`config.mk`:
```
export PLATFORM = sky130hd
export DESIGN_NAME = serial_bit_feeder_flat
export DESIGN_NICKNAME = d
export VERILOG_FILES = /design/src/rtl/serial_bit_feeder_if.sv /design/src/rtl/serial_bit_feeder.sv /design/src/flat_wrapper.sv
export SDC_FILE = /design/constraint.sdc
export NUM_CORES = 1
export LEC_CHECK = 0
export CORE_MARGIN = 3
export CORE_UTILIZATION = 60
export DETAILED_ROUTE_END_ITERATION = 6
export GPL_TIMING_DRIVEN = 0
export PLACE_DENSITY = 0.79
export SYNTH_ARGS = -nofsm -noshare
export SYNTH_HDL_FRONTEND = slang
export SYNTH_SLANG_ARGS = --single-unit
```
`constraint.sdc`:
```
create_clock -name i_clk -period 6.7 [get_ports i_clk]
set_input_delay 2.01 -clock i_clk [delete_from_list [all_inputs] [get_ports i_clk]]
set_output_delay 2.01 -clock i_clk [all_outputs]
set_load 0.05 [all_outputs]
```
`src/rtl/serial_bit_feeder_if.sv`:
```
// -----------------------------------------------------------------------------
// serial_bit_feeder_if
// Parallel-word input handshake of the serial bit feeder.
//   din        : parallel word offered by the producer
//   din_valid  : producer offers din this cycle
//   din_ready  : feeder FIFO can take a word; a push happens on a rising edge
//                where din_valid && din_ready
// Modports: master = word producer, slave = serial_bit_feeder.
// -----------------------------------------------------------------------------
interface serial_bit_feeder_if #(
    parameter int unsigned WIDTH = 8
) ();
    logic [WIDTH-1:0] din;
    logic             din_valid;
    logic             din_ready;

    modport master (
        output din,
        output din_valid,
        input  din_ready
    );

    modport slave (
        input  din,
        input  din_valid,
        output din_ready
    );
endinterface

```
`src/rtl/serial_bit_feeder.sv`:
```
// -----------------------------------------------------------------------------
// serial_bit_feeder
// Buffers parallel words in a small FIFO and shifts them out one bit per clock
// as the x stream of the serial sequence detector. Words leave back-to-back
// with no idle gaps; x_valid marks real data bits.
//
// Ports:
//   i_clk         : system clock, rising edge
//   i_rst         : asynchronous reset, active-high
//   s_in          : word handshake (din / din_valid / din_ready), slave side
//   i_msb_first   : bit order, sampled when a word is popped into the shifter
//   o_x           : registered serial bit
//   o_x_valid     : o_x carries a data bit
//   o_word_done   : high while o_x presents the last bit of a word
//   o_busy        : shifter active or FIFO non-empty
//   o_fifo_count  : occupied FIFO entries
//
// Optional feature macro: SERIAL_FEEDER_PRBS_FILL_EN
//   When defined, x carries PRBS7 fill bits (x_valid low) while idle with an
//   empty FIFO instead of IDLE_BIT.
// -----------------------------------------------------------------------------
module serial_bit_feeder #(
    parameter int unsigned WIDTH    = 8,
    parameter int unsigned DEPTH    = 4,
    parameter logic        IDLE_BIT = 1'b0
) (
    input  logic                     i_clk,
    input  logic                     i_rst,
    serial_bit_feeder_if.slave       s_in,
    input  logic                     i_msb_first,
    output logic                     o_x,
    output logic                     o_x_valid,
    output logic                     o_word_done,
    output logic                     o_busy,
    output logic [$clog2(DEPTH):0]   o_fifo_count
);
    localparam int unsigned AW   = $clog2(DEPTH);
    localparam int unsigned CW   = $clog2(WIDTH);
    localparam int unsigned CNTW = AW + 1;
    localparam logic [CNTW-1:0] FULL_CNT = CNTW'(DEPTH);
    localparam logic [CW-1:0]   CNT_LAST = CW'(WIDTH - 1);
    localparam logic [CW-1:0]   CNT_ONE  = CW'(1);

    typedef enum logic {ST_IDLE = 1'b0, ST_SHIFT = 1'b1} state_t;

    state_t            r_state, w_state_nx;
    logic [WIDTH-1:0]  r_sr, w_sr_nx;        // bits still to be shifted out
    logic [CW-1:0]     r_cnt, w_cnt_nx;      // bits remaining after the one on x
    logic              r_msb, w_msb_nx;      // order latched at pop
    logic              r_x, w_x_nx;
    logic              r_x_valid, w_x_valid_nx;
    logic              r_word_done, w_word_done_nx;
    logic              r_busy, w_busy_nx;
    logic [CNTW-1:0]   r_count, w_count_nx;
    logic [AW-1:0]     r_wr_ptr, r_rd_ptr;
    logic [WIDTH-1:0]  r_mem [DEPTH];
    logic [WIDTH-1:0]  w_head;
    logic              w_push, w_pop, w_last;
`ifdef SERIAL_FEEDER_PRBS_FILL_EN
    logic [6:0]        r_lfsr, w_lfsr_nx;
`endif

    // Ready is forced low while reset is held so nothing is pushed during reset.
    assign s_in.din_ready = ~i_rst & (r_count != FULL_CNT);

    assign w_push = s_in.din_valid & s_in.din_ready;
    assign w_last = (r_state == ST_SHIFT) && (r_cnt == '0);
    // Pop when idle, or on the last bit so the next word follows without a gap.
    assign w_pop  = (r_count != '0) && ((r_state == ST_IDLE) || w_last);
    assign w_head = r_mem[r_rd_ptr];

    // Next-state, shifter and output decode.
    always_comb begin
        w_state_nx   = r_state;
        w_sr_nx      = r_sr;
        w_cnt_nx     = r_cnt;
        w_msb_nx     = r_msb;
        w_x_nx       = r_x;
        w_x_valid_nx = r_x_valid;
`ifdef SERIAL_FEEDER_PRBS_FILL_EN
        w_lfsr_nx    = r_lfsr;
`endif
        if (w_pop) begin
            w_state_nx   = ST_SHIFT;
            w_msb_nx     = i_msb_first;
            w_cnt_nx     = CNT_LAST;
            w_x_valid_nx = 1'b1;
            if (i_msb_first) begin
                w_x_nx  = w_head[WIDTH-1];
                w_sr_nx = w_head << 1'b1;
            end else begin
                w_x_nx  = w_head[0];
                w_sr_nx = w_head >> 1'b1;
            end
        end else begin
            case (r_state)
                ST_IDLE: begin
                    w_x_valid_nx = 1'b0;
`ifdef SERIAL_FEEDER_PRBS_FILL_EN
                    w_x_nx    = r_lfsr[6];
                    w_lfsr_nx = {r_lfsr[5:0], r_lfsr[6] ^ r_lfsr[5]};
`else
                    w_x_nx    = IDLE_BIT;
`endif
                end
                ST_SHIFT: begin
                    if (r_cnt != '0) begin
                        w_cnt_nx = r_cnt - CNT_ONE;
                        if (r_msb) begin
                            w_x_nx  = r_sr[WIDTH-1];
                            w_sr_nx = r_sr << 1'b1;
                        end else begin
                            w_x_nx  = r_sr[0];
                            w_sr_nx = r_sr >> 1'b1;
                        end
                    end else begin
                        w_state_nx   = ST_IDLE;
                        w_x_nx       = IDLE_BIT;
                        w_x_valid_nx = 1'b0;
                    end
                end
                default: begin
                    w_state_nx   = ST_IDLE;
                    w_x_nx       = IDLE_BIT;
                    w_x_valid_nx = 1'b0;
                end
            endcase
        end

        case ({w_push, w_pop})
            2'b10:   w_count_nx = r_count + CNTW'(1);
            2'b01:   w_count_nx = r_count - CNTW'(1);
            default: w_count_nx = r_count;
        endcase

        w_word_done_nx = w_x_valid_nx && (w_cnt_nx == '0);
        w_busy_nx      = (w_state_nx == ST_SHIFT) || (w_count_nx != '0);
    end

    // State, shifter, FIFO pointers and registered outputs.
    always_ff @(posedge i_clk or posedge i_rst) begin
        if (i_rst) begin
            r_state     <= ST_IDLE;
            r_sr        <= '0;
            r_cnt       <= '0;
            r_msb       <= 1'b0;
            r_x         <= IDLE_BIT;
            r_x_valid   <= 1'b0;
            r_word_done <= 1'b0;
            r_busy      <= 1'b0;
            r_count     <= '0;
            r_wr_ptr    <= '0;
            r_rd_ptr    <= '0;
        end else begin
            r_state     <= w_state_nx;
            r_sr        <= w_sr_nx;
            r_cnt       <= w_cnt_nx;
            r_msb       <= w_msb_nx;
            r_x         <= w_x_nx;
            r_x_valid   <= w_x_valid_nx;
            r_word_done <= w_word_done_nx;
            r_busy      <= w_busy_nx;
            r_count     <= w_count_nx;
            if (w_push) begin
                r_wr_ptr <= r_wr_ptr + AW'(1);
            end else begin
                r_wr_ptr <= r_wr_ptr;
            end
            if (w_pop) begin
                r_rd_ptr <= r_rd_ptr + AW'(1);
            end else begin
                r_rd_ptr <= r_rd_ptr;
            end
        end
    end

    // FIFO storage; contents are don't-care while empty so no reset is needed.
    always_ff @(posedge i_clk) begin
        if (w_push) begin
            r_mem[r_wr_ptr] <= s_in.din;
        end
    end

`ifdef SERIAL_FEEDER_PRBS_FILL_EN
    // PRBS7 fill generator; only advances while idle with nothing to pop.
    always_ff @(posedge i_clk or posedge i_rst) begin
        if (i_rst) begin
            r_lfsr <= 7'h01;
        end else begin
            r_lfsr <= w_lfsr_nx;
        end
    end
`endif

    assign o_x          = r_x;
    assign o_x_valid    = r_x_valid;
    assign o_word_done  = r_word_done;
    assign o_busy       = r_busy;
    assign o_fifo_count = r_count;
endmodule

```
`src/flat_wrapper.sv`:
```
// flat-port wrapper written by rule: the top's interface ports become plain ports
module serial_bit_feeder_flat 
#(
    parameter int unsigned WIDTH    = 8,
    parameter int unsigned DEPTH    = 4,
    parameter logic        IDLE_BIT = 1'b0
)
  (i_clk, i_rst, i_msb_first, o_x, o_x_valid, o_word_done, o_busy, o_fifo_count, s_in_din, s_in_din_valid, s_in_din_ready);
  serial_bit_feeder_if #(.WIDTH(WIDTH)) s_in_i ();
  input  logic i_clk;
  input  logic i_rst;
  input  logic i_msb_first;
  output logic o_x;
  output logic o_x_valid;
  output logic o_word_done;
  output logic o_busy;
  output logic [$clog2(DEPTH):0] o_fifo_count;
  input wire logic [$bits(s_in_i.din)-1:0] s_in_din;
  input wire logic [$bits(s_in_i.din_valid)-1:0] s_in_din_valid;
  output wire logic [$bits(s_in_i.din_ready)-1:0] s_in_din_ready;
  assign s_in_i.din = s_in_din;
  assign s_in_i.din_valid = s_in_din_valid;
  assign s_in_din_ready = s_in_i.din_ready;
  serial_bit_feeder #(.WIDTH(WIDTH), .DEPTH(DEPTH), .IDLE_BIT(IDLE_BIT)) u_core (.i_clk(i_clk), .i_rst(i_rst), .s_in(s_in_i), .i_msb_first(i_msb_first), .o_x(o_x), .o_x_valid(o_x_valid), .o_word_done(o_word_done), .o_busy(o_busy), .o_fifo_count(o_fifo_count));
endmodule
```
After elaboration in Yosys (flattened, before gate mapping):

Memory sizes are Yosys's and may differ from the RTL's.
Index checks and enable logic that the tools add are counted.
Widths: inputs -> output; s select.

* bits in registers: 24
* RAM bits: 32
* input bits: 12
* memories: 1

* $add $sub $neg: 5
* eq/ne operators: 3
* muxes and demuxes: 22
* bitwise logic cells: 4
* reductions and logical operators: 13

Memory list
* u_core.r_mem: words 4, bits a word 8, rd ports 1, clocked after memory_dff 0, write ports 1, RTL line serial_bit_feeder.sv:56 `logic [WIDTH-1:0] r_mem [DEPTH];`

Operators by type and width (count)
* $mux 8: 5
* $mux 1: 11
* $mux 3: 3
* $reduce_bool 3->1: 3
* $logic_not 3->1: 2
* $pmux 3 s2: 1
* $sub 3x1->3 const B: 2
* $add 2x1->2 const B: 2
* $pmux 1 s2: 2
* $reduce_bool 2->1: 2
* $add 3x1->3 const B: 1
* $logic_and 1x1->1: 3
* $ne 3x3->1 const B: 1
* $and 1x1->1: 2
* $eq 2x1->1 const B: 1
* $eq 2x2->1 const B: 1
* $logic_or 1x1->1: 2
* $not 1->1: 2
* $reduce_and 2->1: 1

Longest topological paths before layout:

Gate-level depths: netlist of the first run.

* depth after elaboration: 8
* depth in mapped cells: 12

Worst setup path after synthesis of the first run:

No wires, ideal clock.

* path kind: input -> output
* from: in i_rst
* to: out s_in_din_ready
* arrival: 2.770 ns
* data required time: 4.690 ns
* slack: 1.920 ns
* stages on the path: 1
* cell sequence: a21oi_1

* word-level cells in the longest chain between the ends: 2

Ends and longest elaborated chain
* start: declaration: RTL line flat_wrapper.sv:11 `input logic i_rst;`
* $not 1->1: RTL line serial_bit_feeder.sv:64 `assign s_in.din_ready = ~i_rst & (r_count != FULL_CNT);`
* $and 1x1->1: RTL line serial_bit_feeder.sv:64
* end: declaration: RTL line flat_wrapper.sv:20 `output wire logic [$bits(s_in_i.din_ready)-1:0] s_in_din_ready;`

Every way passes these cells.

Worst setup path in the final report of the first run:

Ends and elaborated chain as after synthesis.

==> impl_metrics.json, run 1 <==
{
  "status": "complete, no violations",
  "clk_pin_slew_worst_paths_ps": 100,
  "tns_ps": 0,
  "drt_iter0_drc": 127,
  "layout_min_cycle_time_ps": 5430,
  "synthTopCellsByCount": "32 x edfxtp_1, 24 x dfrtp_1, 13 x mux2i_1, 11 x inv_1, 8 x ha_1",
  "initial_utilization_pct": 62.6,
  "die_w_um": 71.1,
  "netlist_instances": 170,
  "fmax_mhz": 184,
  "hold_ws_ps": 514,
  "grt_pass1_vias": 1550,
  "diodes": 0,
  "synthTopCellsByArea": "edfxtp_1 38%, dfrtp_1 24%, mux4_1 7.2%, mux2i_1 5.1%, ha_1 3.9%",
  "grt-busiest-layer": "met2",
  "cts_buffers": 5,
  "final_antenna_net_count": 0,
  "avgRoutedWirePerCell_um": 17.7,
  "grt_start_max_net_pins": 25,
  "async_flop_share_pct": 42.9,
  "crit_type": "in -> out",
  "cts_tree": "done",
  "vdd_drop_max_mv": 0.218,
  "critPathMaxFanout": 3,
  "final-setup-viol-count": 0,
  "clk_path_buf_depth": 2,
  "io_buffers": 18,
  "clock-sinks": 56,
  "worst-path-buf-inv": 2,
  "vias": 1478,
  "netlist.area_leader.share_pct": 37.8,
  "rsz0062_at_grt": "no",
  "yosysTopAreaCell": "edfxtp_1",
  "min_path_type": "reg -> reg",
  "slowest_stage": "clkdlybuf4s50_1",
  "slowest_delay_ps": 820,
  "yosysMostFrequentCell": "edfxtp_1",
  "io_pins": 20,
  "first_pass_iters": 5,
  "cts-resized-gates": 0,
  "ys_seq_elements": 56,
  "rows": 23,
  "cp_num_cells": 3,
  "grtUsageMet1_pct": 26.3,
  "gr-total-overflow": 0,
  "finClkSkew_ps": 5.54,
  "grtUsageMet3_pct": 3.98,
  "min_path_cells": 1,
  "finalCritPeriodShare_pct": 81.1,
  "ys_seq_area_share_pct": 61.4,
  "yosys_warnings": 0,
  "die_height_um": 71.1,
  "gp_congestion": 0.801,
  "syn_avg_cell_area_um2": 14.9,
  "use_met2_pct": 34.3,
  "dp_hpwl_mm": 3.23,
  "core_um2": 4060,
  "synth_edf_count": 32,
  "tightest_slew_ps": 910,
  "required_ps": 4690,
  "die-area_um2": 5050,
  "start_kind": "primary input",
  "syn-num-nets": 191,
  "synthesis.area_um2": 2540,
  "crit_chain": "clkdlybuf4s50_1 -> a21oi_1 -> clkdlybuf4s50_1",
  "vias_per_cell": 6.01,
  "power_density_nw_per_um2": 440,
  "cp.arrival_ps": 3420,
  "drc": 0,
  "antenna_found_initial": 0,
  "postCtsSetupBuffers": 0,
  "drive_above_1_share_pct": 9.18,
  "r2r_cells": 8,
  "leakagePower_uw": 0.00115,
  "grt_pass1_wl_mm": 7.69,
  "slew_headroom_pct": 38.9,
  "hold_violations": 0,
  "cpMostUsedCell": "clkdlybuf4s50_1",
  "ys.flop_type": "edfxtp_1",
  "grt_usage_pct": 20.0,
  "crit_path_end_kind": "output port",
  "area_growth_pct": 13.3,
  "clock-root-buffer": "clkbuf_8",
  "clk_latency_ps": 310,
  "synth.distinct_cells": 37,
  "ctsHoldBuffers": 0,
  "drv_cap": 0,
  "final_nets": 216,
  "path_delay_family": "buffers and inverters",
  "routed_wl_mm": 4.37,
  "drv_slew": 0,
  "cts-htree-levels": 2,
  "fillers": 271
}
==> kinds of logic after synthesis <==
family	share of synthesized area, %
AO/OA/AOI/OAI	5.61
XOR/XNOR	2.07
adder cells (fa/ha/maj)	4.73
buffers and inverters	3.79
flip-flops	61.4
multiplexers	14.1
AND/OR/NAND/NOR	8.22
==> cell type report <==
type | count | area [um2] | share of cell area, %
Multi-Input combinational cell | 92 | 883 | 30.7
Tap cell | 50 | 62.6 | 2.17
Inverter | 11 | 41.3 | 1.43
Clock buffer | 5 | 68.8 | 2.39
Clock inverter | 3 | 26.3 | 0.913
Timing Repair Buffer | 18 | 180 | 6.26
Buffer | 11 | 55.1 | 1.91
Sequential cell | 56 | 1560 | 54.2
==> layout by cell type, fill, tap and decap left out, drive strengths merged, types with 4 or more instances in the layout <==
cell type and instances:
mux2i 13, nor4 6, clkdlybuf4s50 18, xnor2 5
clkbuf 10, edfxtp 32, ha 8, inv 13
a21oi 5, dfrtp 24, nand2 5, buf 6
or4 6, o211a 5, and2 4, mux4 8
==> path summary, 6_finish.rpt <==
check | from | endpoint | slack [ps]
min reg2reg | u_core.r_cnt[0] | u_core.r_cnt[0] | 510
min | u_core.r_cnt[0] | u_core.r_cnt[0] | 510
min in group asynchronous | i_rst | u_core.r_msb | 2260
max reg2reg | u_core.o_fifo_count[0] | u_core.o_busy | 3680
max in group asynchronous | i_rst | u_core.r_wr_ptr[0] | 3890
max | i_rst | s_in_din_ready | 1270
==> sequential cells by signal, summed over array words and instances, names as in the netlist <==
signal / cells
u_core.r_mem: 32
u_core.r_sr: 8
u_core.o_fifo_count: 3
u_core.r_cnt: 3
u_core.r_rd_ptr: 2
u_core.r_wr_ptr: 2
u_core.o_busy: 1
u_core.o_word_done: 1
u_core.o_x: 1
u_core.o_x_valid: 1
u_core.r_msb: 1
u_core.r_state: 1
==> per-layer routing <==
metal	wire length, um	vias to the layer above	share of wire [%]
met5	0	-	0
met4	40	0	0.92
met3	138	4	3.2
met2	2350	30	54
met1	1840	749	42
li1	-	695	-
==> report_power, final <==
group / leakage [uW] / switching [uW] / internal (uW) / total (uW)
clock: 0.0000491 / 109 / 77.0 / 186
combinational: 0.000528 / 327 / 246 / 574
sequential: 0.000568 / 49.5 / 457 / 507
total: 0.00115 / 486 / 780 / 1270
==> stage by stage <==
| step | util, % | worst slack (ps) | cells | cell area (um2) | power (uW) |
|---|---|---|---|---|---|
| 5_1_grt | 71.0 | 1230 | 246 | 2880 | 1360 |
| 4_1_cts | 71.0 | 1270 | 246 | 2880 | 1270 |
| 3_3_place_gp | 68.6 | 1320 | 238 | 2780 | 1060 |
| 6_report | 71.0 | 1270 | 246 | 2880 | 1270 |
| 2_1_floorplan | - | 1920 | 170 | 2540 | 934 |
| 3_5_place_dp | 68.6 | 1280 | 238 | 2780 | 1090 |
Note: power is estimated with default switching activity, not from simulation.
==> run 2: changes to the inputs <==
--- a/config.mk
+++ b/config.mk
@@ -6,10 +6,10 @@
 export NUM_CORES = 1
 export LEC_CHECK = 0
 export CORE_MARGIN = 3
-export CORE_UTILIZATION = 60
+export CORE_UTILIZATION = 52
 export DETAILED_ROUTE_END_ITERATION = 6
 export GPL_TIMING_DRIVEN = 0
-export PLACE_DENSITY = 0.79
+export PLACE_DENSITY = 0.72
 export SYNTH_ARGS = -nofsm -noshare
 export SYNTH_HDL_FRONTEND = slang
 export SYNTH_SLANG_ARGS = --single-unit
==> constraint.sdc (replaced) <==
create_clock -name i_clk -period 4.8 [get_ports i_clk]
set_input_delay 1.44 -clock i_clk [delete_from_list [all_inputs] [get_ports i_clk]]
set_output_delay 1.44 -clock i_clk [all_outputs]
set_load 0.05 [all_outputs]
==> run 2 against run 1 <==
Critical path depth unchanged. Routed wire length about the same. Worst setup slack worse by 740 ps. Register-to-register slack worse by 1800 ps. Clock power up 40%. Sequential cell count unchanged. Sequential power up 40%. Critical endpoint unchanged. Highest routed layer unchanged.
==> impl_metrics.json, run 2 (synthesis gave the netlist of run 1 again) <==
{
  "status": "complete, no violations",
  "vias": 1443,
  "io_pins": 20,
  "core_um2": 4530,
  "routed_wl_mm": 4.37,
  "setup_ws_ps": 526,
  "placed_area_um2": 2800,
  "critPathMaxFanout": 3,
  "fmax_mhz": 234,
  "drv_slew": 0,
  "diodes": 0,
  "power_density_nw_per_um2": 608,
  "gp_congestion": 0.823,
  "initial_utilization_pct": 56.0,
  "grt_pass1_wl_mm": 7.43,
  "hold_violations": 0,
  "layout_min_cycle_time_ps": 4270,
  "drive_above_1_share_pct": 8.67,
  "leakagePower_uw": 0.00114,
  "vias_per_cell": 5.53,
  "finClkSkew_ps": 13.2,
  "clk_pin_slew_worst_paths_ps": 90,
  "drc": 0,
  "final_common_cell": "edfxtp_1",
  "die-area_um2": 5760,
  "clock-root-buffer": "clkbuf_8",
  "largest_reg_flops": 32,
  "grt_start_max_net_pins": 25,
  "grt_usage_pct": 16.4,
  "cp.arrival_ps": 2830,
  "gr-total-overflow": 0,
  "layout_common_cells": "32 x edfxtp_1, 24 x dfrtp_1, 18 x clkdlybuf4s50_1",
  "finalCritPeriodShare_pct": 89.0,
  "clk_path_buf_depth": 2,
  "final-setup-viol-count": 0,
  "ctsHoldBuffers": 0,
  "clk_latency_ps": 300,
  "area_growth_pct": 14.0,
  "hold_ws_ps": 483,
  "cts_tree": "done",
  "fillers": 338,
  "tns_ps": 0,
  "final_nets": 216,
  "slowest_delay_ps": 820,
  "antenna_found_initial": 0,
  "postCtsSetupBuffers": 0,
  "cts-htree-levels": 2,
  "design_area_um2": 2900,
  "crit_chain": "clkdlybuf4s50_1 -> a21oi_1 -> clkdlybuf4s50_1",
  "start_kind": "primary input",
  "first_pass_iters": 4,
  "crit_path_end_kind": "output port",
  "io_buffers": 18,
  "rows": 24,
  "tightest_slew_ps": 909,
  "crit_type": "in -> out",
  "dp_hpwl_mm": 3.16,
  "grt_pass1_vias": 1524,
  "place_ws_ps": 524,
  "avgRoutedWirePerCell_um": 16.7,
  "die_height_um": 75.9,
  "reg_top3": "u_core.r_mem x32, u_core.r_sr x8",
  "cpMostUsedCell": "clkdlybuf4s50_1",
  "final_antenna_net_count": 0,
  "drt_iter0_drc": 85,
  "cts_buffers": 5,
  "slew_headroom_pct": 39.4,
  "die_w_um": 75.9,
  "required_ps": 3360,
  "cts-resized-gates": 0,
  "min_path_type": "reg -> reg",
  "clock-sinks": 56,
  "drv_cap": 0,
  "multi_input_area_um2": 883,
  "vdd_drop_max_mv": 0.291,
  "regArea_um2": 1560,
  "regMostFlops": "u_core.r_mem",
  "rsz0062_at_grt": "no",
  "slowest_stage": "clkdlybuf4s50_1"
}
==> run 2: changes by cell type in the layout (fill, tap and decap cells not counted) <==
cell,change
inv_6,-2
clkbuf_1,+1
clkbuf_8,+1
==> run 2: per-stage QoR <==
| step | utilization [%] | instances | total power [uW] |
|---|---|---|---|
| floorplan | - | 170 | 1300 |
| global placement | 61.8 | 253 | 1470 |
| detailed placement | 61.8 | 253 | 1510 |
| CTS | 63.9 | 261 | 1780 |
| global route | 63.9 | 261 | 1880 |
| finish | 63.9 | 261 | 1760 |
==> run 2: worst max-delay path, delay by kind of cell <==
family                 cells  cell delay (ps)
buffers and inverters      2             1260
AO/OA/AOI/OAI              1              130
==> run 2: cell type report <==
cell class | instances | area share (%)
well taps | 65 | 2.81
inverters | 11 | 1.42
clock inverters | 1 | 0.302
clock buffers | 7 | 2.98
multi-input cells | 92 | 30.5
flip-flops and latches | 56 | 53.9
plain buffers | 11 | 1.90
repair buffers | 18 | 6.22
==> run 2: power breakdown <==
part	total [uW]	switching [uW]	internal (uW)
clock	261	143	119
combinational	793	450	343
sequential	708	69.8	638
==> run 2: final timing paths <==
check	cells after the start	startpoint	endpoint	slack (ps)
hold reg to reg	1	u_core.r_cnt[0]	u_core.r_cnt[0]	480
min in group asynchronous	2	i_rst	u_core.r_sr[6]	1690
max in group asynchronous	2	i_rst	u_core.r_wr_ptr[1]	2550
setup / recovery	3	i_rst	s_in_din_ready	530
setup reg to reg	11	u_core.r_cnt[0]	u_core.o_busy	1860
hold / removal	1	u_core.r_cnt[0]	u_core.r_cnt[0]	480
==> run 2: routing by layer <==
layer  GRT usage (%)  vias to the layer above  routed length (um)
met5               0                        -                   0
met3            3.55                        6                 146
li1                -                      695                   -
met2            29.3                       34                2410
met4            5.25                        0                  53
met1            19.8                      708                1760
==> run 3: changes to the inputs <==
--- a/config.mk
+++ b/config.mk
@@ -5,7 +5,7 @@
 export SDC_FILE = /design/constraint.sdc
 export NUM_CORES = 1
 export LEC_CHECK = 0
-export CORE_MARGIN = 3
+export CORE_MARGIN = 2
 export CORE_UTILIZATION = 52
 export DETAILED_ROUTE_END_ITERATION = 6
 export GPL_TIMING_DRIVEN = 0
==> run 3 against run 2 <==
Sequential power barely moved. Count of clock-buffer cells in the layout fell by 2. Total power rose by 4.5%. Register-to-register slack got worse by 40 ps. Sequential cell count did not move.
==> impl_metrics.json, run 3 (synthesis gave the netlist of run 1 again) <==
{
  "io_buffers": 18,
  "fmax_mhz": 235,
  "core_um2": 4720,
  "status": "complete, no violations",
  "cts_buffers": 5,
  "die_height_um": 73.9,
  "reg_top3": "u_core.r_mem x32, u_core.r_sr x8",
  "crit_type": "in -> out",
  "die-area_um2": 5460,
  "initial_utilization_pct": 53.8,
  "grt_start_max_net_pins": 25,
  "min_path_type": "reg -> reg",
  "final_nets": 216,
  "postCtsSetupBuffers": 0,
  "timing.rr.end": "u_core.o_busy",
  "regMostFlops": "u_core.r_mem",
  "vias": 1437,
  "required_ps": 3360,
  "crit_path_end_kind": "output port",
  "dp_hpwl_mm": 3.04,
  "finClkSkew_ps": 11.5,
  "drc": 0,
  "grt_pass1_wl_mm": 7.33,
  "clk_pin_slew_worst_paths_ps": 90,
  "final-setup-viol-count": 0,
  "tns_ps": 0,
  "critPathMaxFanout": 3,
  "leakagePower_uw": 0.00117,
  "layout_min_cycle_time_ps": 4260,
  "cp.arrival_ps": 2820,
  "drv_slew": 0,
  "vias_per_cell": 5.46,
  "hold_path_end": "u_core.r_cnt[0]",
  "slew_headroom_pct": 40.0,
  "drive_above_1_share_pct": 9.18,
  "io_pins": 20,
  "min-delay-start": "u_core.r_cnt[0]",
  "final_antenna_net_count": 0,
  "clock-root-buffer": "clkbuf_8",
  "clock-sinks": 56,
  "first_pass_iters": 4,
  "drt_iter0_drc": 110,
  "gr-total-overflow": 0,
  "area_growth_pct": 15.8,
  "totalPowerFinal_uw": 1840,
  "clk_path_buf_depth": 2,
  "routed_wl_mm": 4.20,
  "timing.rr.start": "u_core.r_cnt[0]",
  "cts-resized-gates": 0,
  "start_kind": "primary input",
  "hold_violations": 0,
  "ctsHoldBuffers": 0,
  "r2r_slack_ps": 1820,
  "drv_cap": 0,
  "tightest_slew_ps": 899,
  "avgRoutedWirePerCell_um": 16.0,
  "min_path_cells": 1,
  "diodes": 0,
  "clk_latency_ps": 310,
  "power_density_nw_per_um2": 626,
  "grt_usage_pct": 18.3,
  "die_w_um": 73.9,
  "rsz0062_at_grt": "no",
  "r2r_cells": 11,
  "cts-htree-levels": 2,
  "cts_tree": "done",
  "gp_congestion": 0.874,
  "antenna_found_initial": 0,
  "largest_reg_flops": 32,
  "vdd_drop_max_mv": 0.277,
  "grt_pass1_vias": 1512,
  "finalCritPeriodShare_pct": 88.7,
  "final_common_cell": "edfxtp_1",
  "rows": 25,
  "layout_common_cells": "32 x edfxtp_1, 24 x dfrtp_1, 18 x clkdlybuf4s50_1"
}
## run 3: cell count changes in the layout (fill, tap and decap cells not counted), sizes merged
cell	previous run	this run
clkinv	1	0
bufinv	0	2
inv	11	12
clkbuf	12	10
## run 3: layer usage
layer	global-route usage, %	share of wire [%]	vias to the layer above
li1	-	-	696
met1	23.5	43	709
met2	30.8	52	24
met3	4.25	3.0	8
met4	6.46	1.7	0
met5	0	0	-
## run 3: power breakdown
group,leakage [uW],switching [uW],internal (uW)
Sequential,0.000568,68.0,638
Clock,0.0000687,148,210
Combinational,0.000528,437,341
## run 3: stage by stage
stage / cell area [um2] / std cells / utilization, % / setup WS (ps) / hold slack [ps]
floorplan: 2540 / 170 / - / 1160 / 445
global placement: 2810 / 255 / 59.4 / 546 / 469
detailed placement: 2810 / 255 / 59.4 / 536 / 481
CTS: 2940 / 263 / 62.3 / 536 / 495
global route: 2940 / 263 / 62.3 / 486 / 527
finish: 2940 / 263 / 62.3 / 544 / 494
## run 3: worst max-delay path by stage
stage          slack (ps)  cells past startpoint  start             end
2_1_floorplan        1160                      1  i_rst  s_in_din_ready
3_3_place_gp          550                      3  i_rst  s_in_din_ready
3_5_place_dp          540                      3  i_rst  s_in_din_ready
4_1_cts               540                      3  i_rst  s_in_din_ready
5_1_grt               490                      3  i_rst  s_in_din_ready
6_report              540                      3  i_rst  s_in_din_ready
## run 3: area by class of cell
| class | count | area [um2] |
|---|---|---|
| Buffer | 11 | 55.1 |
| Clock buffer | 5 | 68.8 |
| Clock inverter | 3 | 68.8 |
| Fill cell | 361 | 1780 |
| Inverter | 11 | 41.3 |
| Multi-Input combinational cell | 92 | 883 |
| Sequential cell | 56 | 1560 |
| Tap cell | 67 | 83.8 |
| Timing Repair Buffer | 18 | 180 |
## run 3: worst max-delay path, stage by stage
cell	delay, ps
clkdlybuf4s50_1	440
a21oi_1	130
clkdlybuf4s50_1	810
==> edit 1, RTL diff (settings of run 2) <==
`WIDTH` is set to 8 in 3 places; all go to 4.
--- a/src/rtl/serial_bit_feeder_if.sv
+++ b/src/rtl/serial_bit_feeder_if.sv
@@ -9,5 +9,5 @@
 // -----------------------------------------------------------------------------
 interface serial_bit_feeder_if #(
-    parameter int unsigned WIDTH = 8
+    parameter int unsigned WIDTH = 4
 ) ();
     logic [WIDTH-1:0] din;
--- a/src/rtl/serial_bit_feeder.sv
+++ b/src/rtl/serial_bit_feeder.sv
@@ -21,5 +21,5 @@
 // -----------------------------------------------------------------------------
 module serial_bit_feeder #(
-    parameter int unsigned WIDTH    = 8,
+    parameter int unsigned WIDTH    = 4,
     parameter int unsigned DEPTH    = 4,
     parameter logic        IDLE_BIT = 1'b0
--- a/src/flat_wrapper.sv
+++ b/src/flat_wrapper.sv
@@ -2,5 +2,5 @@
 module serial_bit_feeder_flat 
 #(
-    parameter int unsigned WIDTH    = 8,
+    parameter int unsigned WIDTH    = 4,
     parameter int unsigned DEPTH    = 4,
     parameter logic        IDLE_BIT = 1'b0
Interface: changed (resized s_in_din); port bits go from 20 to 16. The function was not compared with the original's and may differ.
==> edit 1 against run 2 <==
- worst hold slack better by 0.035 ns
- design area decreased by 34%
- synthesized area decreased by 35%
- sequential share of layout area fell by 3.9 points
- combinational power is 27% lower
- sequential cell count decreased by 21
- worst setup slack worse by 0.12 ns
- maximum frequency decreased by 2.7%
- power shrank 30%
- routed wire length down 40%
- critical path type unchanged
==> edit 1: results (changes against run 2) <==
Syn nets -> 124 (-35%)
Post-synth top flop -> dfrtp_1
Max reg flops -> 16 (-50%)
Via density -> 5.55 (+0.31%)
Layout cells sized above 1 -> 15.9% (+7.2 points)
Logic power comb -> 577 uW (-27%)
CTS resizes -> 0 (unchanged)
Worst slew margin -> 54.4% (+15 points)
Area contributors post-synth -> edfxtp_1 (29%), dfrtp_1 (29%), mux4_1 (11%)
Met3 wire length -> 126 um (-14%)
Root buffer cell -> clkbuf_4
Worst skew pair latency -> 0.34 ns (+0.04 ns)
Pleak -> 0.774 nW (-32%)
Port bufs -> 14 (-4)
CP arrival -> 2.95 ns (+0.12 ns)
Clock network fraction of total power -> 13.5% (-1.3 points)
Async set-reset flop share out of synthesis -> 54.3% (+11 points)
Clock skew -> 0.00990 ns (-0.00333 ns)
Number of synthesized flops with an enable pin -> 16 (-50%)
P_sw -> 490 uW (-26%)
Distinct cells, synth -> 34 (-8.1%)
Routed WL per cell -> 15.2 um (-9.3%)
Met1 Usage GRT -> 20.2% (+0.45 points)
Vias in the first global route -> 951 (-38%)
GP Congestion -> 0.815 (-0.91%)
Critical path peak fanout -> 6 (+3)
1st-iter DRT viols -> 53 (-38%)
Post-place setup slack -> 0.425 ns (-0.0990 ns)
Initial DRT Pass Iterations -> 4 (unchanged)
Largest net degree at the start of global routing -> 20 (-20%)
Top reg by flops -> u_core.r_mem
Metal-1 WL -> 1.18 mm (-33%)
First-pass GRT wire length -> 4.59 mm (-38%)
Met2 WL -> 1.29 mm (-47%)
Hold Crit Class -> flip-flop to flip-flop
Postcts setup bufs -> 0 (unchanged)
Nets -> 145 (-33%)
Final setup fails -> 0 (unchanged)
Outcome -> finished, final reports clean
GRT Overall Usage -> 15.3% (-1.1 points)
Commonest cells in the netlist -> dfrtp_1 (19), edfxtp_1 (16), a21oi_1 (7), mux4_1 (7), inv_1 (6)
Critical path's largest stage delay -> 0.85 ns (+0.03 ns)
VDD IR max -> 0.429 mV (+48%)
Fillers -> 236 (-30%)
Seq/Total Area, Yosys -> 57.6% (-3.9 points)
Post-DP HPWL -> 1.99 mm (-37%)
## edit 1: cells by family (layout without fill, tap and decap cells)
kind of cell	count (synthesis)	in the layout	synth area share (%)
adder cells (fa/ha/maj)	6	6	4.97
AO/OA/AOI/OAI	18	18	6.71
XOR/XNOR	6	6	3.17
AND/OR/NAND/NOR	19	19	7.23
flip-flops	35	35	57.6
multiplexers	16	16	17.6
buffers and inverters	10	32	2.79
## edit 1: path summary, 6_finish.rpt
path	from	to	slack, ns	cells after the start
setup reg to reg	u_core.o_fifo_count[0]$_DFF_PP0_	u_core.o_busy$_DFF_PP0_	2.27	8
max in group asynchronous	i_rst	u_core.r_wr_ptr[1]$_DFFE_PP0P_	2.80	2
setup / recovery	i_rst	s_in_din_ready	0.41	3
min in group asynchronous	i_rst	u_core.r_sr[1]$_DFFE_PP0P_	1.56	2
hold / removal	u_core.o_x_valid$_DFF_PP0_	u_core.o_x_valid$_DFF_PP0_	0.52	1
hold reg to reg	u_core.o_x_valid$_DFF_PP0_	u_core.o_x_valid$_DFF_PP0_	0.52	1
## edit 1: stage by stage
step	instances	cell area [um^2]	power [mW]	hold WS, ns	util [%]
after global placement	166	1850	1.06	0.496	63.9
final	174	1910	1.23	0.518	66.0
after CTS	174	1910	1.25	0.526	66.0
after floorplan	110	1660	0.932	0.490	-
after global routing	174	1910	1.33	0.540	66.0
after detailed placement	166	1850	1.08	0.503	63.9
## edit 1: layout make-up
class / instances / area [um^2] / area share, %
Tap cell: 42 / 52.6 / 2.75
Timing Repair Buffer: 14 / 140 / 7.33
Sequential cell: 35 / 956 / 50.0
Inverter: 7 / 26.3 / 1.37
Clock buffer: 7 / 55.1 / 2.88
Multi-Input combinational cell: 65 / 658 / 34.4
Buffer: 3 / 20.0 / 1.05
Clock inverter: 1 / 5.00 / 0.262
